===== config.mk =====
export PLATFORM = sky130hd
export DESIGN_NAME = wcslscan
export DESIGN_NICKNAME = d
export VERILOG_FILES = /design/src/rtl/wcslscan.sv
export SDC_FILE = /design/constraint.sdc
export NUM_CORES = 1
export LEC_CHECK = 0
export ABC_AREA = 1
export BUFFER_PORTS_ARGS = -buffer_cell sky130_fd_sc_hd__buf_2
export CAP_MARGIN = 25
export CORE_MARGIN = 2
export CORE_UTILIZATION = 50
export CTS_BUF_LIST = sky130_fd_sc_hd__clkbuf_8
export CTS_CLUSTER_DIAMETER = 40
export CTS_CLUSTER_SIZE = 20
export DETAILED_ROUTE_END_ITERATION = 6
export PLACE_DENSITY = 0.77
export RECOVER_POWER = 25
export SLEW_MARGIN = 20
export SYNTH_ARGS = -nofsm -noshare
export SYNTH_HDL_FRONTEND = slang
export SYNTH_SLANG_ARGS = --single-unit

===== constraint.sdc =====
create_clock -name clk -period 6 [get_ports clk]
set_input_delay 0.3 -clock clk [delete_from_list [all_inputs] [get_ports clk]]
set_output_delay 0.3 -clock clk [all_outputs]
set_load 0.02 [all_outputs]

===== src/rtl/wcslscan.sv =====
`default_nettype none
// ============================================================================
// Module   : wcslscan
// Brief    : Debounced, interrupt-capable scanner for four Spacewar control boxes
// Revision : 1.0
// ============================================================================
module wcslscan #(
    parameter int SCAN_DIV = 64,
    parameter int DEB_N    = 3
) (
    input  logic        clk,
    input  logic        reset,
    input  logic        iobus_iob_poweron,
    input  logic        iobus_iob_reset,
    input  logic        iobus_datao_clear,
    input  logic        iobus_datao_set,
    input  logic        iobus_cono_clear,
    input  logic        iobus_cono_set,
    input  logic        iobus_iob_fm_datai,
    input  logic        iobus_iob_fm_status,
    input  logic        iobus_rdi_pulse,
    input  logic [3:9]  iobus_ios,
    input  logic [0:35] iobus_iob_in,
    output logic [1:7]  iobus_pi_req,
    output logic [0:35] iobus_iob_out,
    output logic        iobus_dr_split,
    output logic        iobus_rdi_data,
    input  logic [0:17] ctl1,
    input  logic [0:17] ctl2,
    input  logic [0:17] ctl3,
    input  logic [0:17] ctl4
);
    localparam logic [3:9]        c_dev_code = 7'b100_010_1;
    localparam int                c_tw       = $clog2(SCAN_DIV);
    localparam logic [c_tw-1:0]   c_reload   = c_tw'(SCAN_DIV - 1);
    localparam logic [3:0]        c_deb      = 4'(DEB_N);

    logic [2:0]      r_pia;
    logic            r_en;
    logic            r_chg;
    logic [c_tw-1:0] r_timer;
    logic [1:0]      r_bi;
    logic [0:17]     r_prev [4];
    logic [3:0]      r_cnt  [4];
    logic [0:17]     r_snap [4];

    logic        w_sel, w_cono_clr, w_cono_set, w_datai, w_coni;
    logic        w_tick, w_match, w_upd, w_chg_clr;
    logic [3:0]  w_cnt_nxt;
    logic [0:17] w_raw;
    logic [0:35] w_word;
    logic [0:35] w_out;
    logic [2:0]  w_pia_nxt;
    logic        w_unused;

    // Box lines are active high; the bus word reports them active low.
    function automatic logic [0:8] pack_box(input logic [0:17] c);
        return ~{c[12], c[13], c[10] | c[11], c[15], c[14], 4'b0000};
    endfunction

    assign w_sel      = (iobus_ios == c_dev_code);
    assign w_cono_clr = w_sel & iobus_cono_clear;
    assign w_cono_set = w_sel & iobus_cono_set;
    assign w_datai    = w_sel & iobus_iob_fm_datai;
    assign w_coni     = w_sel & iobus_iob_fm_status;

    always_comb begin
        w_raw = ctl1;
        case (r_bi)
            2'd0:    w_raw = ctl1;
            2'd1:    w_raw = ctl2;
            2'd2:    w_raw = ctl3;
            default: w_raw = ctl4;
        endcase
    end

    assign w_tick    = r_en && (r_timer == '0);
    assign w_match   = (w_raw == r_prev[r_bi]);
    assign w_cnt_nxt = !w_match                ? 4'd0 :
                       (r_cnt[r_bi] < c_deb)   ? r_cnt[r_bi] + 4'd1 : r_cnt[r_bi];
    // A DATAI read in progress defers the update; saturated cnt retries next visit.
    assign w_upd     = w_tick && (w_cnt_nxt == c_deb) && (w_raw != r_snap[r_bi]) && !w_datai;
    assign w_chg_clr = w_datai | (w_cono_set & iobus_iob_in[32]);
    assign w_pia_nxt = (w_cono_clr ? 3'b000 : r_pia) | (w_cono_set ? iobus_iob_in[33:35] : 3'b000);

    assign w_word = {pack_box(r_snap[3]), pack_box(r_snap[2]),
                     pack_box(r_snap[1]), pack_box(r_snap[0])};

    always_comb begin
        w_out = '0;
        if (w_datai) w_out = w_out | w_word;
        if (w_coni)  w_out[30:35] = w_out[30:35] | {1'b0, r_en, r_chg, r_pia};
    end

    assign iobus_iob_out  = w_out;
    assign iobus_dr_split = 1'b0;
    assign iobus_rdi_data = 1'b0;

    genvar k;
    generate
        for (k = 1; k <= 7; k++) begin : g_pi_req
            assign iobus_pi_req[k] = r_chg && (r_pia == 3'(k));
        end
    endgenerate

    always_ff @(posedge clk) begin
        if (reset || iobus_iob_reset) begin
            r_pia   <= 3'b000;
            r_en    <= 1'b0;
            r_chg   <= 1'b0;
            r_timer <= c_reload;
            r_bi    <= 2'd0;
            for (int b = 0; b < 4; b++) begin
                r_prev[b] <= '0;
                r_cnt[b]  <= 4'd0;
                r_snap[b] <= '0;
            end
        end else begin
            if (!r_en) begin
                r_timer <= c_reload;
            end else if (w_tick) begin
                r_timer <= c_reload;
                r_bi    <= r_bi + 2'd1;
            end else begin
                r_timer <= r_timer - c_tw'(1);
            end

            if (w_tick) begin
                if (!w_match) r_prev[r_bi] <= w_raw;
                r_cnt[r_bi] <= w_cnt_nxt;
                if (w_upd) r_snap[r_bi] <= w_raw;
            end

            if (w_upd)          r_chg <= 1'b1;
            else if (w_chg_clr) r_chg <= 1'b0;

            r_pia <= w_pia_nxt;
            if (w_cono_clr) r_en <= 1'b0;
            if (w_cono_set && iobus_iob_in[31]) r_en <= 1'b1;
        end
    end

    assign w_unused = &{1'b0, iobus_iob_poweron, iobus_datao_clear, iobus_datao_set,
                        iobus_rdi_pulse, iobus_iob_in[0:30]};

endmodule
`default_nettype wire


==> summary.md, run 1 <==
| Metric | Value |
|---|---|
| 1st-iter DRT viols | `723` |
| Residual DRC | `3` |
| Adder-Cell Fraction of Synth Area | `less than 1%` |
| Non-Filler Cell Area, Final | `0.0108 mm²` |
| Top FF cell, synth | `edfxtp_1` |
| Hold-critical path depth | `3` |
| Failing checks | `DRC` |
| Max-cap violations | `0` |
| Clock root cell | `clkbuf_8` |
| Clock sink count | `roughly 180` |
| Clock-pin slew on the worst setup and hold paths | `0.09 ns` |
| Hold endpoint | `r_pia[1]` |
| Leak pwr | `4.75 nW` |
| Post-synth EDFFs | `160` |
| Reg2Reg Depth | `15` |
| Minimum clock period | `4.51 ns` |
| Setup bufs post-CTS | `0` |
| Synthesized area per cell | `~8 µm²` |
| Mux share of post-synthesis cell area | `0%` |
| Die area | `0.0209 mm²` |
| Drt total wl | `25600 µm` |
| Ant diodes | `0` |
| Area Overhead vs Synth | `9.52%` |
| GRT overflow | `0` |
| Fin Setup TNS | `0 ns` |
| Post-route clock skew | `0.00942 ns` |
| Area occupied by multi-input gates | `0.00405 mm²` |
| Xor/xnor share of the synthesized area | `1.06%` |
| RSZ-0062 raised after global routing | `false` |
| Core Rows | `between 50 and 60` |
| Setup crit end kind | `register` |
| Worst slew margin | `a little over a third` |
| H-tree Lvls | `4` |
| Chip Height | `145 µm` |
| Yosys warning total | `0` |
| Yosys cell types | `a little over 40` |
| Setup Viol. Count Final | `0` |
| Worst R2R End | `r_snap[1][9]` |
| Hold path startpoint | `iobus_iob_in[34]` |
| Status | `finished with violations` |
| Most frequent cell after synthesis | `nand2_1` |
| Crit path kind | `register to register` |
| Crit path launch type | `register` |
| PortBufs | `133` |
| Die Width | `approximately 140 µm` |
| Simple-Gate Fraction of Synth Area | `35.2%` |
| Max Freq | `between 200 and 250 MHz` |
| WP data arrival | `about 4.7 ns` |
| GRT Total Usage | `24.6%` |
| FFs w/ async S/R, synth | `0%` |
| Peak VDD IR | `approximately 140 µV` |
| Final Max Slew Viols | `0` |
| Worst-Margin Slew | `0.978 ns` |
| CP required | `slightly above 6 ns` |
| Via count | `8504` |
| Final hold violations | `0` |
| Register area | `~0.0051 mm²` |
| DRT antenna net count | `0` |
| TritonCTS Buffers | `17` |
| Synth area leaders | `edfxtp_1, nand2_1, nor2_1, nand3_1, dfxtp_1` |
| First-pass GRT wire length | `just under 40000 µm` |
| Share of post-route cells with drive strength above 1 | `14.0%` |
| Compound-gate portion of the synthesized area | `3.80%` |
| Initial antenna violation count | `0` |
| Top-area cell type share of the netlist area | `48.6%` |
| Commonest cells in the synthesized netlist | `nand2_1, nor2_1, edfxtp_1` |
| Dpl hpwl | `16700 µm` |
| Final nets | `1445` |
| First-pass detailed-route iteration total | `7` |
| Post-place instance area | `0.0105 mm²` |
| Fillers | `approximately 1800` |
| Critical Path Slowest Stage Cell | `ha_1` |
| Core area | `0.0194 mm²` |
| Hold Crit Class | `input port to register` |
| Clock tree buffer depth | `2` |
| Critical-path maximum fanout | `24` |
| Fin crit share | `75.1%` |
| Yosys reg bits | `roughly 180` |
| Routability cong. | `0.856` |
| Register area share after synthesis | `just over 50%` |
| Largest net degree at the start of global routing | `83` |
| PD cells | `215 mW/mm²` |
| Worst path max stage delay | `roughly 0.71 ns` |
| Starting Density | `about half` |
| Later-pin clock latency in the skew report | `0.47 ns` |
| CTS tree | `done` |
| Top cell type by total area after synthesis | `edfxtp_1` |
| WL/cell | `16.1 µm` |
| Total of cells resized after clock tree synthesis | `0` |
| Vias in the first global route | `approximately 7600` |
| R2r setup slk | `about 1.5 ns` |
| Synth Cell Area | `0.00988 mm²` |
| CP dominant cell by count | `nand2_1` |
| Largest family of logic cells by synthesized area | `simple AND/OR/NAND/NOR gates` |
| R2R Path Start | `r_bi[1]` |
| Vias per std cell | `between 5 and 6` |
| Hold-fix buffers, CTS | `0` |
| Crit-path cells | `buf_4 > ha_1 > a21oi_1 > nand2_1 > nand2_1 > nand2_1 > nand2_1 > nor2_1 > nand3_1 > nor2_1 > nand3_1 > nor2_4 > nand2_1 > o21ai_2 > buf_4` |
| Mapped Cells | `around 1200` |
| IO Count | `around 170` |
[through the flow]
| step | hold slack (ns) | setup slack (ns) | power (W) | instances | utilization, % |
|---|---|---|---|---|---|
| 2_1_floorplan | 0.365 | 1.63 | 0.00152 | 1220 | - |
| 6_report | 0.0777 | 1.49 | 0.00233 | 1590 | 55.8 |
| 3_3_place_gp | 0.374 | 1.87 | 0.00159 | 1559 | 54.4 |
| 5_1_grt | 0.0927 | 1.24 | 0.00239 | 1590 | 55.8 |
| 4_1_cts | 0.0653 | 1.77 | 0.00232 | 1590 | 56.2 |
| 3_5_place_dp | 0.387 | 1.78 | 0.00159 | 1559 | 54.4 |
[how the worst max path moves through the flow]
stage | startpoint | to | cells past startpoint
finish | r_bi[1] | r_snap[1][9] | 15
global route | r_bi[1] | r_snap[1][9] | 15
CTS | r_bi[1] | r_snap[1][10] | 15
detailed placement | r_bi[1] | r_snap[1][16] | 15
global placement | r_bi[1] | r_snap[1][16] | 15
floorplan | r_bi[1] | r_snap[0][0] | 17
[worst max-delay path, delay by kind of cell, from the launching register on]
kind	cells	cell delay, ns
AND/OR/NAND/NOR	10	1.64
AO/OA/AOI/OAI	2	0.81
adder cells (fa/ha/maj)	1	0.71
buffers and inverters	2	0.69
flip-flops	1	0.33
[state kept, by name, indices dropped and copies added (netlist names), named ones only]
signal and cells:
r_chg 1, r_bi 2, r_prev 72, r_snap 72
r_cnt 16, r_timer 6, r_pia 3, r_en 1
[area by class of cell]
class	count	share of cell area (%)
sequential	175	47.2
multi-input combinational	902	37.4
inverter	68	2.38
clock buffer	17	2.16
clock inverter	14	1.09
timing repair buffer	149	6.70
tap	265	3.06
[cell families after synthesis]
group                    Yosys count
adder cells (fa/ha/maj)            6
XOR/XNOR                          12
AO/OA/AOI/OAI                     54
flip-flops                       175
other                              1
buffers and inverters            143
AND/OR/NAND/NOR                  828
[layer usage]
layer / vias up / global-route usage (%) / share of wire [%] / wire (µm)
li1: 4132 / - / - / -
met1: 3919 / 29.1 / 37 / 9600
met4: 0 / 14.2 / 4.5 / 1150
met3: 77 / 4.47 / 7.7 / 1960
met5: - / 0 / 0 / 0
met2: 376 / 42.4 / 50 / 12900
[placed cells by master, fill, tap and decap left out, types with 3 or more instances in the layout]
cell type,Yosys,layout
o21bai_1,4,4
nand2_1,467,467
clkinvlp_4,0,4
o21bai_2,10,10
clkbuf_8,0,17
inv_1,64,64
o21ai_2,1,5
edfxtp_1,160,160
clkinv_2,0,3
nor2_2,4,3
nor3_1,47,47
nor3_2,20,20
nor2_1,185,187
inv_2,2,3
dfxtp_1,15,13
buf_2,19,90
nand3_1,90,91
clkbuf_1,18,45
inv_6,0,4
ha_1,6,6
a21oi_1,8,8
xor2_1,11,11
o21ai_0,23,18
buf_4,28,14
[where the power goes]
| part | total (W) | switching [W] | internal (W) |
|---|---|---|---|
| registers | 0.00139 | 0.0000159 | 0.00137 |
| logic | 0.000177 | 0.000115 | 0.0000615 |
| clock network | 0.000759 | 0.000434 | 0.000325 |
No activity file was read; power rests on OpenSTA's default activity.
==> run 2, diff against run 1 <==
==> constraint.sdc (replaced) <==
create_clock -name clk -period 4.7 [get_ports clk]
set_input_delay 0.235 -clock clk [delete_from_list [all_inputs] [get_ports clk]]
set_output_delay 0.235 -clock clk [all_outputs]
set_load 0.02 [all_outputs]
==> summary.md, run 2 (same netlist as run 1, synthesis figures left out) <==
| Metric | Value |
|---|---|
| Fillers | `1763` |
| Non-Filler Instances | `1598` |
| Hold Crit Class | `input port to register` |
| Final hold violations | `0` |
| Minimum clock period | `4.31 ns` |
| CP required | `4.97 ns` |
| Largest net degree at the start of global routing | `83` |
| Max-cap violations | `0` |
| Dpl hpwl | `roughly 17000 µm` |
| Clock-pin slew on the worst setup and hold paths | `0.09 ns` |
| Fin crit share | `roughly nine tenths` |
| Vias in the first global route | `7792` |
| Most frequent cells in the layout | `nand2_1, nor2_1, edfxtp_1` |
| Share of post-route cells with drive strength above 1 | `14.4%` |
| Max Freq | `about 230 MHz` |
| DRT antenna net count | `0` |
| TritonCTS Buffers | `17` |
| Hold-fix buffers, CTS | `2` |
| Via count | `~8500` |
| Final nets | `1452` |
| Post-route clock skew | `0.00818 ns` |
| Die area | `0.0209 mm²` |
| Routability cong. | `0.874` |
| Core area | `0.0194 mm²` |
| 1st-iter DRT viols | `a little over 800` |
| GRT overflow | `0` |
| WP data arrival | `4.59 ns` |
| Worst-Margin Slew | `1.42 ns` |
| Core Util, Final | `56.5%` |
| RSZ-0062 raised after global routing | `false` |
| CTS tree | `done` |
| Starting Density | `50.9%` |
| Setup bufs post-CTS | `0` |
| Core Rows | `between 50 and 60` |
| Die Width | `approximately 140 µm` |
| Chip Height | `~140 µm` |
| Crit path launch type | `register` |
| GRT Total Usage | `25.3%` |
| Commonest non-fill, non-tap cell in the layout | `nand2_1` |
| Fin Setup TNS | `0 ns` |
| Clock tree buffer depth | `2` |
| Placed Cells | `between 1500 and 2000` |
| Setup crit end kind | `register` |
| Ant diodes | `0` |
| Setup Viol. Count Final | `0` |
| Critical-path maximum fanout | `37` |
| Later-pin clock latency in the skew report | `between 0.4 and 0.5 ns` |
| Crit path kind | `register to register` |
| Clock root cell | `clkbuf_8` |
| Vias per std cell | `5.32` |
| Leak pwr | `4.83 nW` |
| First-pass detailed-route iteration total | `5` |
| H-tree Lvls | `4` |
| Status | `finished, final reports clean` |
| Post-place instance area | `0.0106 mm²` |
| Largest registers | `r_prev x72, r_snap x72, r_cnt x16` |
| Reg2Reg Depth | `13` |
| Worst slew margin | `5.33%` |
| First-pass GRT wire length | `39900 µm` |
| Hold-critical path depth | `2` |
| Residual DRC | `0` |
| Worst setup margin | `roughly 0.39 ns` |
| Area Overhead vs Synth | `10.9%` |
| Initial antenna violation count | `0` |
| IO Count | `171` |
| Final Max Slew Viols | `0` |
| Non-Filler Cell Area, Final | `0.0110 mm²` |
| Peak VDD IR | `174 µV` |
| WL/cell | `16.2 µm` |
| Clock sink count | `approximately 180` |
| Drt total wl | `26000 µm` |
| PD cells | `282 mW/mm²` |
| Total of cells resized after clock tree synthesis | `0` |
| PortBufs | `133` |
| DP Worst Slack | `0.565 ns` |
## run 2: changes by cell type in the layout (fill, tap and decap cells not counted), sizes merged
cell / before / now
clkinvlp: 4 / 1
inv: 72 / 69
clkbuf: 62 / 64
bufinv: 1 / 3
dlygate4sd3: 0 / 2
clkinv: 5 / 10
buf: 104 / 107
## run 2: routing by layer
layer	track usage, %	vias up	wire length [µm]
met5	0	-	0
met4	10.7	0	853
met3	4.87	52	2100
met2	43.3	368	12900
met1	31.4	3946	10100
li1	-	4143	-
## run 2: worst max-delay path: stages, from the launching register on
cell     delay, ns
dfxtp_1       0.36
buf_4         0.35
ha_1          0.69
nand2_1       0.13
nand2_1       0.10
nor2_1        0.06
nor2_2        0.32
xor2_1        0.21
nand3_1       0.10
nor2_1        0.25
nand3_2       0.22
nor2_4        0.17
nand3_2       0.67
nor3_1        0.42
## run 2: where the power goes
part,switching (W),total [W],internal [W]
clock network,0.000561,0.00108,0.000523
registers,0.0000207,0.00178,0.00175
logic,0.000148,0.000228,0.0000798
## run 2: final timing paths
path	from	end	slack (ns)
setup / recovery	r_bi[1]	r_snap[1][11]	0.39
hold / removal	iobus_iob_in[31]	r_en	0.02
hold reg to reg	r_timer[0]	r_timer[0]	0.39
setup reg to reg	r_bi[1]	r_snap[1][11]	0.39
## run 2: metrics by stage
stage               hold slack [ns]  power [W]
finish                       0.0153    0.00309
detailed placement            0.377    0.00204
floorplan                     0.365    0.00194
global placement              0.374    0.00203
CTS                         0.00450    0.00309
global route                 0.0220    0.00319
## run 2: layout make-up
cell class,count,area [µm²],area share [%]
Timing Repair Buffer,156,795,7.25
Multi-Input combinational cell,902,4060,37.1
Sequential cell,175,5110,46.6
Clock inverter,15,168,1.53
Clock buffer,17,234,2.14
Inverter,68,258,2.35
Tap cell,265,332,3.03
